<file path="src/rtl/pad_test_pkg.sv">
// Shared types and constants for the pad-ring loopback self-test sequencer.
package pad_test_pkg;

  typedef enum logic [2:0] {
    ST_IDLE,
    ST_DRIVE,
    ST_SETTLE,
    ST_SAMPLE,
    ST_DONE
  } state_e;

  localparam logic [7:0] FIRST_FAIL_NONE = 8'hFF;

  // Number of patterns in one run: walking one, walking zero, all-0, all-1.
  function automatic int unsigned npat(input int unsigned n_pads);
    return 2 * n_pads + 2;
  endfunction

endpackage

</file>
<file path="src/rtl/pad_pattern_gen.sv">
// Combinational map from pattern index to the N_PADS-bit loopback test pattern.
module pad_pattern_gen #(
  parameter int unsigned N_PADS = 8
) (
  input  logic [7:0]        i_idx,
  output logic [N_PADS-1:0] o_pattern
);

  localparam logic [7:0] N_IDX  = 8'(N_PADS);
  localparam logic [7:0] N2_IDX = 8'(2 * N_PADS);

  logic [7:0] w_zero_bit;

  assign w_zero_bit = i_idx - N_IDX;

  always_comb begin
    o_pattern = '0;
    if (i_idx < N_IDX) begin
      o_pattern = N_PADS'(1) << i_idx;
    end else if (i_idx < N2_IDX) begin
      o_pattern = ~(N_PADS'(1) << w_zero_bit);
    end else if (i_idx == N2_IDX) begin
      o_pattern = '0;
    end else begin
      o_pattern = '1;
    end
  end

endmodule

</file>
<file path="src/rtl/pad_loopback_seq.sv">
// Pad-ring loopback self-test: drives each pattern, waits a settle window, compares pad_in.
// Build option PAD_TEST_STOP_ON_FAIL_EN ends the run at the first mismatching pattern.
module pad_loopback_seq
  import pad_test_pkg::*;
#(
  parameter int unsigned N_PADS     = 8,
  parameter int unsigned SETTLE_CYC = 4,
  parameter int unsigned ERR_W      = 8
) (
  input  logic              gclk,
  input  logic              resetn,
  input  logic              start,
  input  logic [N_PADS-1:0] pad_in,
  output logic [N_PADS-1:0] pad_out,
  output logic              busy,
  output logic              done,
  output logic              pass,
  output logic [ERR_W-1:0]  err_cnt,
  output logic [7:0]        first_fail
);

  localparam int unsigned NPAT = npat(N_PADS);
  localparam int unsigned SC_W = (SETTLE_CYC > 1) ? $clog2(SETTLE_CYC) : 1;
  localparam logic [7:0]  LAST_IDX = 8'(NPAT - 1);

  if (NPAT > 255 || SETTLE_CYC < 1) begin : g_param_check
    $error("pad_loopback_seq: N_PADS must be <= 126 and SETTLE_CYC >= 1");
  end

  state_e              r_state, w_state_nxt;
  logic [7:0]          r_idx, w_idx_nxt;
  logic [SC_W-1:0]     r_scnt, w_scnt_nxt;
  logic [N_PADS-1:0]   r_pad_out, w_pad_nxt;
  logic                r_busy, w_busy_nxt;
  logic                r_done, w_done_nxt;
  logic                r_pass, w_pass_nxt;
  logic [ERR_W-1:0]    r_err, w_err_nxt, w_err_upd;
  logic [7:0]          r_ff, w_ff_nxt;
  logic [7:0]          w_pat_idx;
  logic [N_PADS-1:0]   w_pattern;
  logic                w_mismatch;

  // Pattern needed on the next edge: index 0 on start, idx+1 when leaving SAMPLE.
  assign w_pat_idx  = (r_state == ST_SAMPLE) ? r_idx + 8'd1 : 8'd0;
  assign w_mismatch = (pad_in != r_pad_out);

  pad_pattern_gen #(.N_PADS(N_PADS)) u_pattern_gen (
    .i_idx     (w_pat_idx),
    .o_pattern (w_pattern)
  );

  always_comb begin
    w_state_nxt = r_state;
    w_idx_nxt   = r_idx;
    w_scnt_nxt  = r_scnt;
    w_pad_nxt   = r_pad_out;
    w_pass_nxt  = r_pass;
    w_err_nxt   = r_err;
    w_ff_nxt    = r_ff;
    w_err_upd   = r_err;
    if (w_mismatch && !(&r_err)) begin
      w_err_upd = r_err + ERR_W'(1);
    end

    unique case (r_state)
      ST_IDLE, ST_DONE: begin
        if (start) begin
          w_state_nxt = ST_DRIVE;
          w_idx_nxt   = 8'd0;
          w_err_nxt   = '0;
          w_ff_nxt    = FIRST_FAIL_NONE;
          w_pass_nxt  = 1'b0;
          w_pad_nxt   = w_pattern;
        end
      end
      ST_DRIVE: begin
        w_state_nxt = ST_SETTLE;
        w_scnt_nxt  = SC_W'(SETTLE_CYC - 1);
      end
      ST_SETTLE: begin
        if (r_scnt == '0) begin
          w_state_nxt = ST_SAMPLE;
        end else begin
          w_scnt_nxt = r_scnt - SC_W'(1);
        end
      end
      ST_SAMPLE: begin
        w_err_nxt = w_err_upd;
        if (w_mismatch && (r_ff == FIRST_FAIL_NONE)) begin
          w_ff_nxt = r_idx;
        end
`ifdef PAD_TEST_STOP_ON_FAIL_EN
        if (w_mismatch || (r_idx == LAST_IDX)) begin
`else
        if (r_idx == LAST_IDX) begin
`endif
          w_state_nxt = ST_DONE;
          w_pass_nxt  = (w_err_upd == '0);
          w_pad_nxt   = '0;
        end else begin
          w_state_nxt = ST_DRIVE;
          w_idx_nxt   = r_idx + 8'd1;
          w_pad_nxt   = w_pattern;
        end
      end
      default: begin
        w_state_nxt = ST_IDLE;
      end
    endcase

    w_busy_nxt = (w_state_nxt == ST_DRIVE) || (w_state_nxt == ST_SETTLE) ||
                 (w_state_nxt == ST_SAMPLE);
    w_done_nxt = (w_state_nxt == ST_DONE);
  end

  always_ff @(posedge gclk) begin
    if (!resetn) begin
      r_state   <= ST_IDLE;
      r_idx     <= 8'd0;
      r_scnt    <= '0;
      r_pad_out <= '0;
      r_busy    <= 1'b0;
      r_done    <= 1'b0;
      r_pass    <= 1'b0;
      r_err     <= '0;
      r_ff      <= FIRST_FAIL_NONE;
    end else begin
      r_state   <= w_state_nxt;
      r_idx     <= w_idx_nxt;
      r_scnt    <= w_scnt_nxt;
      r_pad_out <= w_pad_nxt;
      r_busy    <= w_busy_nxt;
      r_done    <= w_done_nxt;
      r_pass    <= w_pass_nxt;
      r_err     <= w_err_nxt;
      r_ff      <= w_ff_nxt;
    end
  end

  assign pad_out    = r_pad_out;
  assign busy       = r_busy;
  assign done       = r_done;
  assign pass       = r_pass;
  assign err_cnt    = r_err;
  assign first_fail = r_ff;

endmodule

</file>
<file path="config.mk">
export PLATFORM = sky130hd
export DESIGN_NAME = pad_loopback_seq
export DESIGN_NICKNAME = d
export VERILOG_FILES = /design/src/rtl/pad_test_pkg.sv /design/src/rtl/pad_pattern_gen.sv /design/src/rtl/pad_loopback_seq.sv
export SDC_FILE = /design/constraint.sdc
export NUM_CORES = 1
export LEC_CHECK = 0
export BUFFER_PORTS_ARGS = -buffer_cell sky130_fd_sc_hd__buf_2
export CORE_MARGIN = 10
export CORE_UTILIZATION = 25
export DETAILED_ROUTE_END_ITERATION = 6
export REMOVE_ABC_BUFFERS = 1
export SYNTH_ARGS = -nofsm -noshare
export SYNTH_HDL_FRONTEND = slang
export SYNTH_SLANG_ARGS = --single-unit
export TNS_END_PERCENT = 20
</file>
<file path="constraint.sdc">
create_clock -name gclk -period 2.5 [get_ports gclk]
set_clock_uncertainty 0.15 [all_clocks]
set_input_delay 0.5 -clock gclk [delete_from_list [all_inputs] [get_ports gclk]]
set_output_delay 0.5 -clock gclk [all_outputs]
set_load 0.05 [all_outputs]
</file>
Word level (Yosys, flattened, before mapping) --
Index checks and enable logic that the tools add are counted.
Cells by class: $lt $le $gt $ge 2, div/mod/pow operators 0, multiplexer cells 24, shift-type cells 2, multiply operators 0, reductions and logical operators 17, add/subtract/negate cells 4, bitwise operators 1, equal/unequal tests 17
Operators by type and width (count):
- $mux 8 | 11
- $pmux 8 s2 | 4
- $add 8x1->8 const B | 2
- $eq 8x5->1 const B | 2
- $shl 1x8->8 const A | 2
- $eq 3x2->1 const B | 4
- $pmux 3 s4 | 1
- $mux 3 | 3
- $reduce_and 3->1 | 3
- $eq 8x8->1 const B | 1
- $logic_not 8->1 | 1
- $lt 8x4->1 const B | 1
- $lt 8x5->1 const B | 1
- $ne 8x8->1 | 1
- $not 8->8 | 1
- $reduce_and 8->1 | 1
- $sub 8x4->8 const B | 1
- $eq 3x1->1 const B | 2
- $eq 3x3->1 const B | 2
- $ne 2x2->1 const B | 3
- $ne 2x1->1 const B | 2
- $pmux 2 s2 | 1
- $reduce_and 2->1 | 2
- $reduce_bool 2->1 | 2
- other kinds (10) | 13
Word-level totals: bits in read-only memories 0, memories 0, bits of input ports 11, bits in latches 0, bits in registers 40, bits in writable memories 0

Depth between registers and ports, before layout --
Gate-level depths: netlist (run 1).
word-level depth 9, depth in mapped cells 10, depth with buffers taken out 9

Cells and area by module --
Synthesis (run 1) repeated with hierarchy kept, for this count alone.
Unflattened totals: cell total of the unflattened synthesis 309, area total of the unflattened synthesis 2511.2 um^2
By module, submodules not included:
- pad_loopback_seq | area each 2143.3 um^2, cells an instance 259, instances 1
- pad_pattern_gen | area each 367.9 um^2, cells an instance 50, instances 1

Worst setup path after synthesis (run 1) --
OpenSTA, ideal clock, no wires.
path kind flip-flop to flip-flop, start point register r_idx[0], end point register r_pad_out[2], in the netlist pad_out[2], slack 0.039 ns, setup time 0.127 ns, arrival time 2.183 ns, stages on the path, launching flop included 11, clock period less this slack 2.461 ns, cells stage by stage dfxtp_1 ha_1 buf_2 nand3_1 xnor2_1 nand2_1 ha_1 and3_1 o2111ai_2 o311ai_1 o21ai_1
On the way: cells in the longest elaborated chain, start to end 9
RTL lines:
- start: declaration | line pad_loopback_seq.sv:31 | logic [7:0] r_idx, w_idx_nxt;
- start signal: assignment | line pad_loopback_seq.sv:129 | r_idx <= w_idx_nxt;
- $add 8x1->8 | line pad_loopback_seq.sv:44 | assign w_pat_idx = (r_state == ST_SAMPLE) ? r_idx + 8'd1 : 8'd0;
- $mux 8 | line pad_loopback_seq.sv:44
- $sub 8x4->8 | line pad_pattern_gen.sv:14 | assign w_zero_bit = i_idx - N_IDX;
- $shl 1x8->8 | line pad_pattern_gen.sv:21 | o_pattern = ~(N_PADS'(1) << w_zero_bit);
- $not 8->8 | line pad_pattern_gen.sv:21
- $mux 8 | line pad_pattern_gen.sv:20 | end else if (i_idx < N2_IDX) begin
- $mux 8 | line pad_pattern_gen.sv:18 | if (i_idx < N_IDX) begin
- $mux 8, on equally long branches | line pad_loopback_seq.sv:95, pad_loopback_seq.sv:67
- $pmux 8 s2 (*) | line pad_loopback_seq.sv:65 | unique case (r_state)
- end signal: assignment | line pad_loopback_seq.sv:131 | r_pad_out <= w_pad_nxt;
- end: declaration | line pad_loopback_seq.sv:33 | logic [N_PADS-1:0] r_pad_out, w_pad_nxt;
Every way passes the cells marked *; elsewhere a longest branch is shown, timed or not. The select of a mux whose other input is x is not followed. A chain may end at the register's enable or synchronous reset.

Worst setup path after layout (run 1) --
start point register r_idx[1], end point register r_pad_out[4], in the netlist pad_out[4]
The elaborated chain is that of the path after synthesis.

==> results.cfg, run 1 <==
[detailed_routing]
via_count = 2576
drt-initial-drc-count = 265
wl_per_cell_um = 13.96
wl_mm = 7.160
detail-route-antenna-nets = 0
drc = 0
viasPerCell = 5.021
firstDrtPassIters = 4

[final_layout]
drive_gt1_share_pct = 21.05
final_nets = 395
fillers = 1040
syn2layout_area_growth_pct = 19.99
multi_input_area_um2 = 1635
antennaDiodeCount = 0
seq_area_um2 = 800.8
final_util_pct = 31.22
stdcell_area_um2 = 3079

[synth]
yosysSeqAreaShare_pct = 31.20
syn-cell-area_um2 = 2566
synth_edf_count = 0
synth_seq_cells = 40
yosys_warnings = 0
syn_avg_cell_area_um2 = 7.638
synthCells = 336
synthArstFlopShare_pct = 0
yosys-top-cells-count = dfxtp_1, a21oi_1, nor2_1
synthMostInstantiatedCell = dfxtp_1
synth_area_leaders = dfxtp_1, a21oi_1, o21ai_0, nor2_1, xnor2_1
yosysTopAreaCell = dfxtp_1
synthFlopType = dfxtp_1
ys_types = 62
synth_top_area_share_pct = 31.20

[min_path]
holdCritStartpoint = pass
holdPathStages = 2
hold_class = register to register
whs_endpoint = pass

[setup_path]
critPathKind = register to register
path_max_fanout = 8
start_kind = register
required_ns = 2.52
r2r_cells = 9
r2r_setup_slack_ns = 0.17
cp.arrival_ns = 2.36
cp-end-kind = register
r2r_end = pad_out[4]
r2r-start = r_idx[1]

[clocking]
cts_setup_buffers = 0
numClockSinks = 40
clk_pin_slew_ns = 0.08
tritoncts = built
htreeDepth = 2
clk_latency_ns = 0.29
cts_buffers = 5
cts_root_buf = clkbuf_8
max-clock-path-buffers = 2

[die]
initial_utilization_pct = 26.01
dieArea_um2 = 14720
rows = 36
pin_count = 38
die_w_um = 121.3
core_area_um2 = 9864
die_h_um = 121.3

[place]
dp_slack_ns = 0.1026
io_buffer_count = 37
dp_hpwl_mm = 5.515
placed_cell_area_um2 = 2947
gp_congestion = 0.8476

[global_routing]
grt_usage_pct = 9.821
antenna_found_initial = 0
gr-total-overflow = 0
grt_pass1_wl_mm = 12.14
grt_pass1_vias = 2482
grt_start_max_net_pins = 17

[sta]
finalCritPeriodShare_pct = 93.37
setup_viol = 0
rsz0062_at_grt = true
period_minus_slack_ns = 2.334
max_slew_margin_pct = 55.51
setup_ws_ns = 0.1658
fin_tns_setup_ns = 0
max_freq_mhz = 428.4
final_max_slew_viol_count = 0
tightest_slew_ns = 0.6626
hold_viol = 0

[flow_run]
drv_cap = 0

[outcome]
status = finished clean

[pwr]
power_density_nw_per_um2 = 471.7
vdd_drop_max_mv = 0.2041
leakage_nw = 1.140
-- worst max path at each step --
| stage | start | endpoint | slack (ns) | cells after the start |
|---|---|---|---|---|
| after global placement | r_idx[1] | pad_out[7] | 0.14 | 9 |
| after CTS | r_idx[1] | pad_out[7] | 0.08 | 9 |
| after detailed placement | r_idx[1] | pad_out[7] | 0.10 | 9 |
| final | r_idx[1] | pad_out[4] | 0.17 | 9 |
| after floorplan | r_idx[0] | pad_out[2] | -0.19 | 9 |
| after global routing | r_idx[1] | pad_out[3] | -0.04 | 9 |
-- power by group --
group | switching (mW) | leakage (nW) | internal (mW)
Sequential | 0.0190 | 0.324 | 0.656
Clock | 0.244 | 0.0541 | 0.296
Combinational | 0.156 | 0.762 | 0.0817
Total | 0.419 | 1.14 | 1.03
-- placed cells by master, fill, tap and decap left out, types with 6 or more instances in the layout --
cell / n
dfxtp_1: 40
buf_2: 37
nor2_1: 34
a21oi_1: 34
o21ai_0: 32
nand2_1: 24
buf_4: 20
nor3_1: 17
xnor2_1: 12
nand4_1: 10
nand3_1: 8
inv_1: 7
o21ai_1: 7
or3_1: 7
and3_1: 6
-- sequential cells by signal, summed over array words and instances (netlist names), 2 cells and up --
name and count:
err_cnt 8, r_idx 8, pad_out 8, first_fail 8, r_state 3, r_scnt 2
-- through the flow --
stage	power (mW)	hold slack [ns]	instances
floorplan	0.8448	0.3387	315
global placement	0.9222	0.3341	505
detailed placement	0.9272	0.3312	505
CTS	1.470	0.3432	513
global route	1.524	0.3530	513
finish	1.452	0.3427	513
-- cells by family after synthesis --
kind of cell	count (synthesis)	share of synthesized area [%]
simple gates	137	28.28
buf+inv	29	5.900
xor+xnor	15	5.120
compound gates	109	26.67
fa+ha+maj	5	2.438
mux	1	0.3901
flops	40	31.20
-- critical path: stages, from the launching register on --
cell and delay (ns):
dfxtp_1 0.34, buf_4 0.16, inv_1 0.05, ha_1 0.35
nand2_2 0.12, o32a_1 0.32, a311oi_2 0.35, a21oi_2 0.14
a21oi_1 0.15, o22ai_1 0.09
-- cell type report --
type | count | area share, %
Clock buffer | 5 | 2.235
Clock inverter | 3 | 1.382
Inverter | 8 | 0.9752
Multi-Input combinational cell | 267 | 53.11
Sequential cell | 40 | 26.01
Tap cell | 133 | 5.404
Timing Repair Buffer | 57 | 10.89
-- what timing repair did --
item	CTS	global route
gates resized for setup	0	3
hold buffers	0	0
endpoints found under the setup margin	0	8
-- metal layers --
layer	global-route usage, %	wire length, um
met1	11.65	3151
met5	0	0
met2	17.02	3589
met3	2.513	358
met4	2.757	61
Note: power is estimated with default switching activity, not from simulation.
==> inputs of run 2 (changes only) <==
CELL_PAD_IN_SITES_DETAIL_PLACEMENT = 0   (was unset)
CELL_PAD_IN_SITES_GLOBAL_PLACEMENT = 1   (was unset)
PLACE_DENSITY_LB_ADDON = 0.1   (was unset)
==> results.cfg, run 2 (synthesis results as in run 1) <==
[setup_path]
cp.arrival_ns = 2.36
required_ns = 2.53
crit_top_cell = ha_1
cp-end-kind = register
start_kind = register
path_cells = ha_1 > nand3_1 > xnor2_2 > nand2_1 > ha_1 > and3_1 > o2111ai_4 > buf_4 > nor4_1 > o22ai_1
critPathSlowestCell = dfxtp_1
critPathKind = register to register
path_max_fanout = 7
max_stage_delay_ns = 0.35

[detailed_routing]
detail-route-antenna-nets = 0
firstDrtPassIters = 4
wl_per_cell_um = 15.48
drt-initial-drc-count = 154
drc = 0
viasPerCell = 4.937
via_count = 2582
wl_mm = 8.097

[global_routing]
grt_pass1_vias = 2523
gr-total-overflow = 0
antenna_found_initial = 0
grt_pass1_wl_mm = 13.32
grt_start_max_net_pins = 25
grt_usage_pct = 11.05

[final_layout]
final_cell_mix = dfxtp_1, buf_2, a21oi_1
layout_commonest_cell = dfxtp_1
antennaDiodeCount = 0
drive_gt1_share_pct = 23.85
final_nets = 405
syn2layout_area_growth_pct = 24.67
fillers = 1086
final_util_pct = 32.43

[sta]
max_freq_mhz = 428.6
fin_tns_setup_ns = 0
worst_hold_slack_ns = 0.3412
hold_viol = 0
setup_ws_ns = 0.1666
rsz0062_at_grt = false
setup_viol = 0
period_minus_slack_ns = 2.333
tightest_slew_ns = 0.6694
finalCritPeriodShare_pct = 93.34
final_max_slew_viol_count = 0
max_slew_margin_pct = 55.32

[clocking]
clk_latency_ns = 0.29
cts_hold_buf = 0
max-clock-path-buffers = 2
tritoncts = built
htreeDepth = 2
clk_pin_slew_ns = 0.09
numClockSinks = 40
cts_buffers = 5
cts_root_buf = clkbuf_8

[pwr]
vdd_drop_max_mv = 0.2336
leakage_nw = 1.211
power_density_nw_per_um2 = 480.7
total_power_mw = 1.538

[place]
io_buffer_count = 37
dp_hpwl_mm = 6.110
dp_slack_ns = 0.1299
gp_congestion = 0.8033

[die]
core_area_um2 = 9864
rows = 36
die_h_um = 121.3
die_w_um = 121.3
initial_utilization_pct = 26.01
pin_count = 38
dieArea_um2 = 14720

[min_path]
hold_class = register to register

[outcome]
status = finished clean

[flow_run]
drv_cap = 0
-- run 2: worst paths after layout --
check                           depth (start not counted)  slack, ns         end      from
worst min-delay path                                    2       0.34    r_idx[3]  r_idx[3]
worst max-delay path                                   10       0.17  pad_out[4]  r_idx[1]
worst max register to register                         10       0.17  pad_out[4]  r_idx[1]
worst min register to register                          2       0.34    r_idx[3]  r_idx[3]
-- run 2: area by class of cell --
| cell class | count | area [um2] | share of cell area, % |
|---|---|---|---|
| inverters | 8 | 30.03 | 0.9386 |
| well taps | 133 | 166.4 | 5.201 |
| clock inverters | 1 | 30.03 | 0.9386 |
| repair buffers | 67 | 426.7 | 13.34 |
| clock buffers | 7 | 96.34 | 3.011 |
| multi-input cells | 267 | 1648 | 51.51 |
| flip-flops and latches | 40 | 802.0 | 25.07 |
-- run 2: power by group --
| group | total (mW) | internal, mW | switching [mW] |
|---|---|---|---|
| Combinational | 0.259 | 0.0924 | 0.166 |
| Sequential | 0.672 | 0.656 | 0.0158 |
| Clock | 0.607 | 0.353 | 0.254 |
-- run 2: stage by stage --
stage               instance area [um2]  instances
finish                             3199        523
global route                       3199        523
CTS                                3153        522
detailed placement                 3027        514
global placement                   3027        514
floorplan                          2445        315
-- run 2: repair_timing --
action,CTS,global route
buffers inserted,0,1
endpoints found under the setup margin,0,11
resized for setup,0,7
-- run 2: worst max-delay path, delay by kind of cell, from the launching register on --
family                     cells  cell delay (ns)
DFF                            1             0.35
AOI/OAI and AO/OA              2             0.31
xor gates and xnor gates       1             0.18
adders and majority gates      2             0.45
and+or+nand+nor                4             0.59
buffers and inverters          1             0.20
-- run 2: layer usage --
metal	routed length, um	track usage [%]	vias up
li1	-	-	1345
met1	4015	14.18	1200
met2	3765	18.57	35
met3	270	2.327	2
met4	46	2.235	0
met5	0	0	-
==> inputs of run 3 (changes only) <==
BUFFER_PORTS_ARGS = unset   (was -buffer_cell sky130_fd_sc_hd__buf_2)
DONT_BUFFER_PORTS = 1   (was unset)
==> results.cfg, run 3 (synthesis results as in run 1) <==
[clocking]
htreeDepth = 2
tritoncts = built
clk_latency_ns = 0.31
numClockSinks = 40
max-clock-path-buffers = 2
clk_pin_slew_ns = 0.10
cts_hold_buf = 0
cts_root_buf = clkbuf_8
cts_buffers = 5

[global_routing]
grt_pass1_wl_mm = 14.03
antenna_found_initial = 0
gr-total-overflow = 0
grt_pass1_vias = 2546
grt_usage_pct = 11.79
grt_start_max_net_pins = 33

[sta]
setup_viol = 0
tightest_slew_ns = 0.5461
period_minus_slack_ns = 2.324
final_max_slew_viol_count = 0
fin_tns_setup_ns = 0
max_slew_margin_pct = 63.54
hold_viol = 0
finalCritPeriodShare_pct = 92.94
max_freq_mhz = 430.4

[die]
die_w_um = 121.3
dieArea_um2 = 14720
pin_count = 38
rows = 36
die_h_um = 121.3
initial_utilization_pct = 26.01
core_area_um2 = 9864

[detailed_routing]
wl_per_cell_um = 16.89
route.met3.wl_um = 350
drt-initial-drc-count = 171
wl_mm = 8.563
drt-met1-wl_mm = 4.111
drc = 0
firstDrtPassIters = 4
top_layer = met4
met2WireLength_mm = 4.032
viasPerCell = 5.051
via_count = 2561
detail-route-antenna-nets = 0

[pwr]
leakage_nw = 1.149
power_density_nw_per_um2 = 474.1
power.share.combinational_pct = 15.9
switching_share_pct = 30.30
pwr-share-seq_pct = 45.4
p_int_mw = 1.043
vdd_drop_max_mv = 0.3018
clkPwrFrac_pct = 38.8
switchingPower_mw = 0.4534

[setup_path]
required_ns = 2.54
path_max_fanout = 6
cp-end-kind = register
r2r_cells = 10
critPathKind = register to register
cp.arrival_ns = 2.36
start_kind = register

[final_layout]
drive_gt1_share_pct = 20.59
antennaDiodeCount = 0
final_nets = 389
stdcell_area_um2 = 3157
layout.cells.non_filler = 507
syn2layout_area_growth_pct = 23.01
final_cell_mix = buf_4, dfxtp_1, nor2_1, a21oi_1, o21ai_0
layout_commonest_cell = buf_4

[place]
io_buffer_count = 0
gp_congestion = 0.8075
dp_hpwl_mm = 6.309
place_inst = 498
placed_cell_area_um2 = 2999

[flow_run]
drv_cap = 0

[min_path]
hold_class = input port to register
holdPathStages = 1

[outcome]
status = finished clean
[run 3: per-stage QoR]
step	total power [mW]	setup slack, ns	util (%)	hold WS, ns
after floorplan	0.8448	-0.1864	-	0.3387
after global placement	0.9363	0.08149	30.40	0.3529
after detailed placement	0.9359	0.08026	30.40	0.3682
after CTS	1.523	0.05328	31.57	0.1049
after global routing	1.565	-0.03363	32.00	0.1018
final	1.497	0.1765	32.00	0.1215
[run 3: timing repair]
action,CTS,global route
setup endpoints to repair,0,8
gates resized for setup,0,7
setup buffers,0,1
[run 3: final timing paths]
kind         slack, ns             to  startpoint
max reg2reg       0.18     pad_out[0]    r_idx[0]
min               0.12  first_fail[1]      resetn
min reg2reg       0.38      r_scnt[1]   r_scnt[1]
max               0.18     pad_out[0]    r_idx[0]
[run 3: power groups by stage]
stage          combinational (mW)  clock (mW)  sequential, mW
2_1_floorplan               0.126           0           0.719
3_3_place_gp                0.242           0           0.695
3_5_place_dp                0.241           0           0.695
4_1_cts                     0.242       0.602           0.680
5_1_grt                     0.265       0.618           0.682
6_report                    0.238       0.580           0.679
[run 3: worst max-delay path: stages, from the launching register on]
cell and delay (ns):
dfxtp_2 0.37, ha_1 0.18, nand3_1 0.13, xnor2_2 0.21, nand2_1 0.10, ha_1 0.27
and3_1 0.19, o2111ai_4 0.20, buf_6 0.18, nor3_1 0.16, o22ai_1 0.08
[run 3: layout make-up]
class / count / area [um2]
well taps: 133 / 166.4
clock buffers: 5 / 68.82
clock inverters: 3 / 46.29
flip-flops and latches: 40 / 803.3
repair buffers: 51 / 399.1
inverters: 8 / 30.03
fillers: 1085 / 6708
multi-input cells: 267 / 1643
[run 3: per-layer routing]
metal	global-route usage (%)	up-vias
li1	-	1302
met5	0	-
met2	19.08	35
met4	2.832	0
met3	2.559	5
met1	15.52	1219
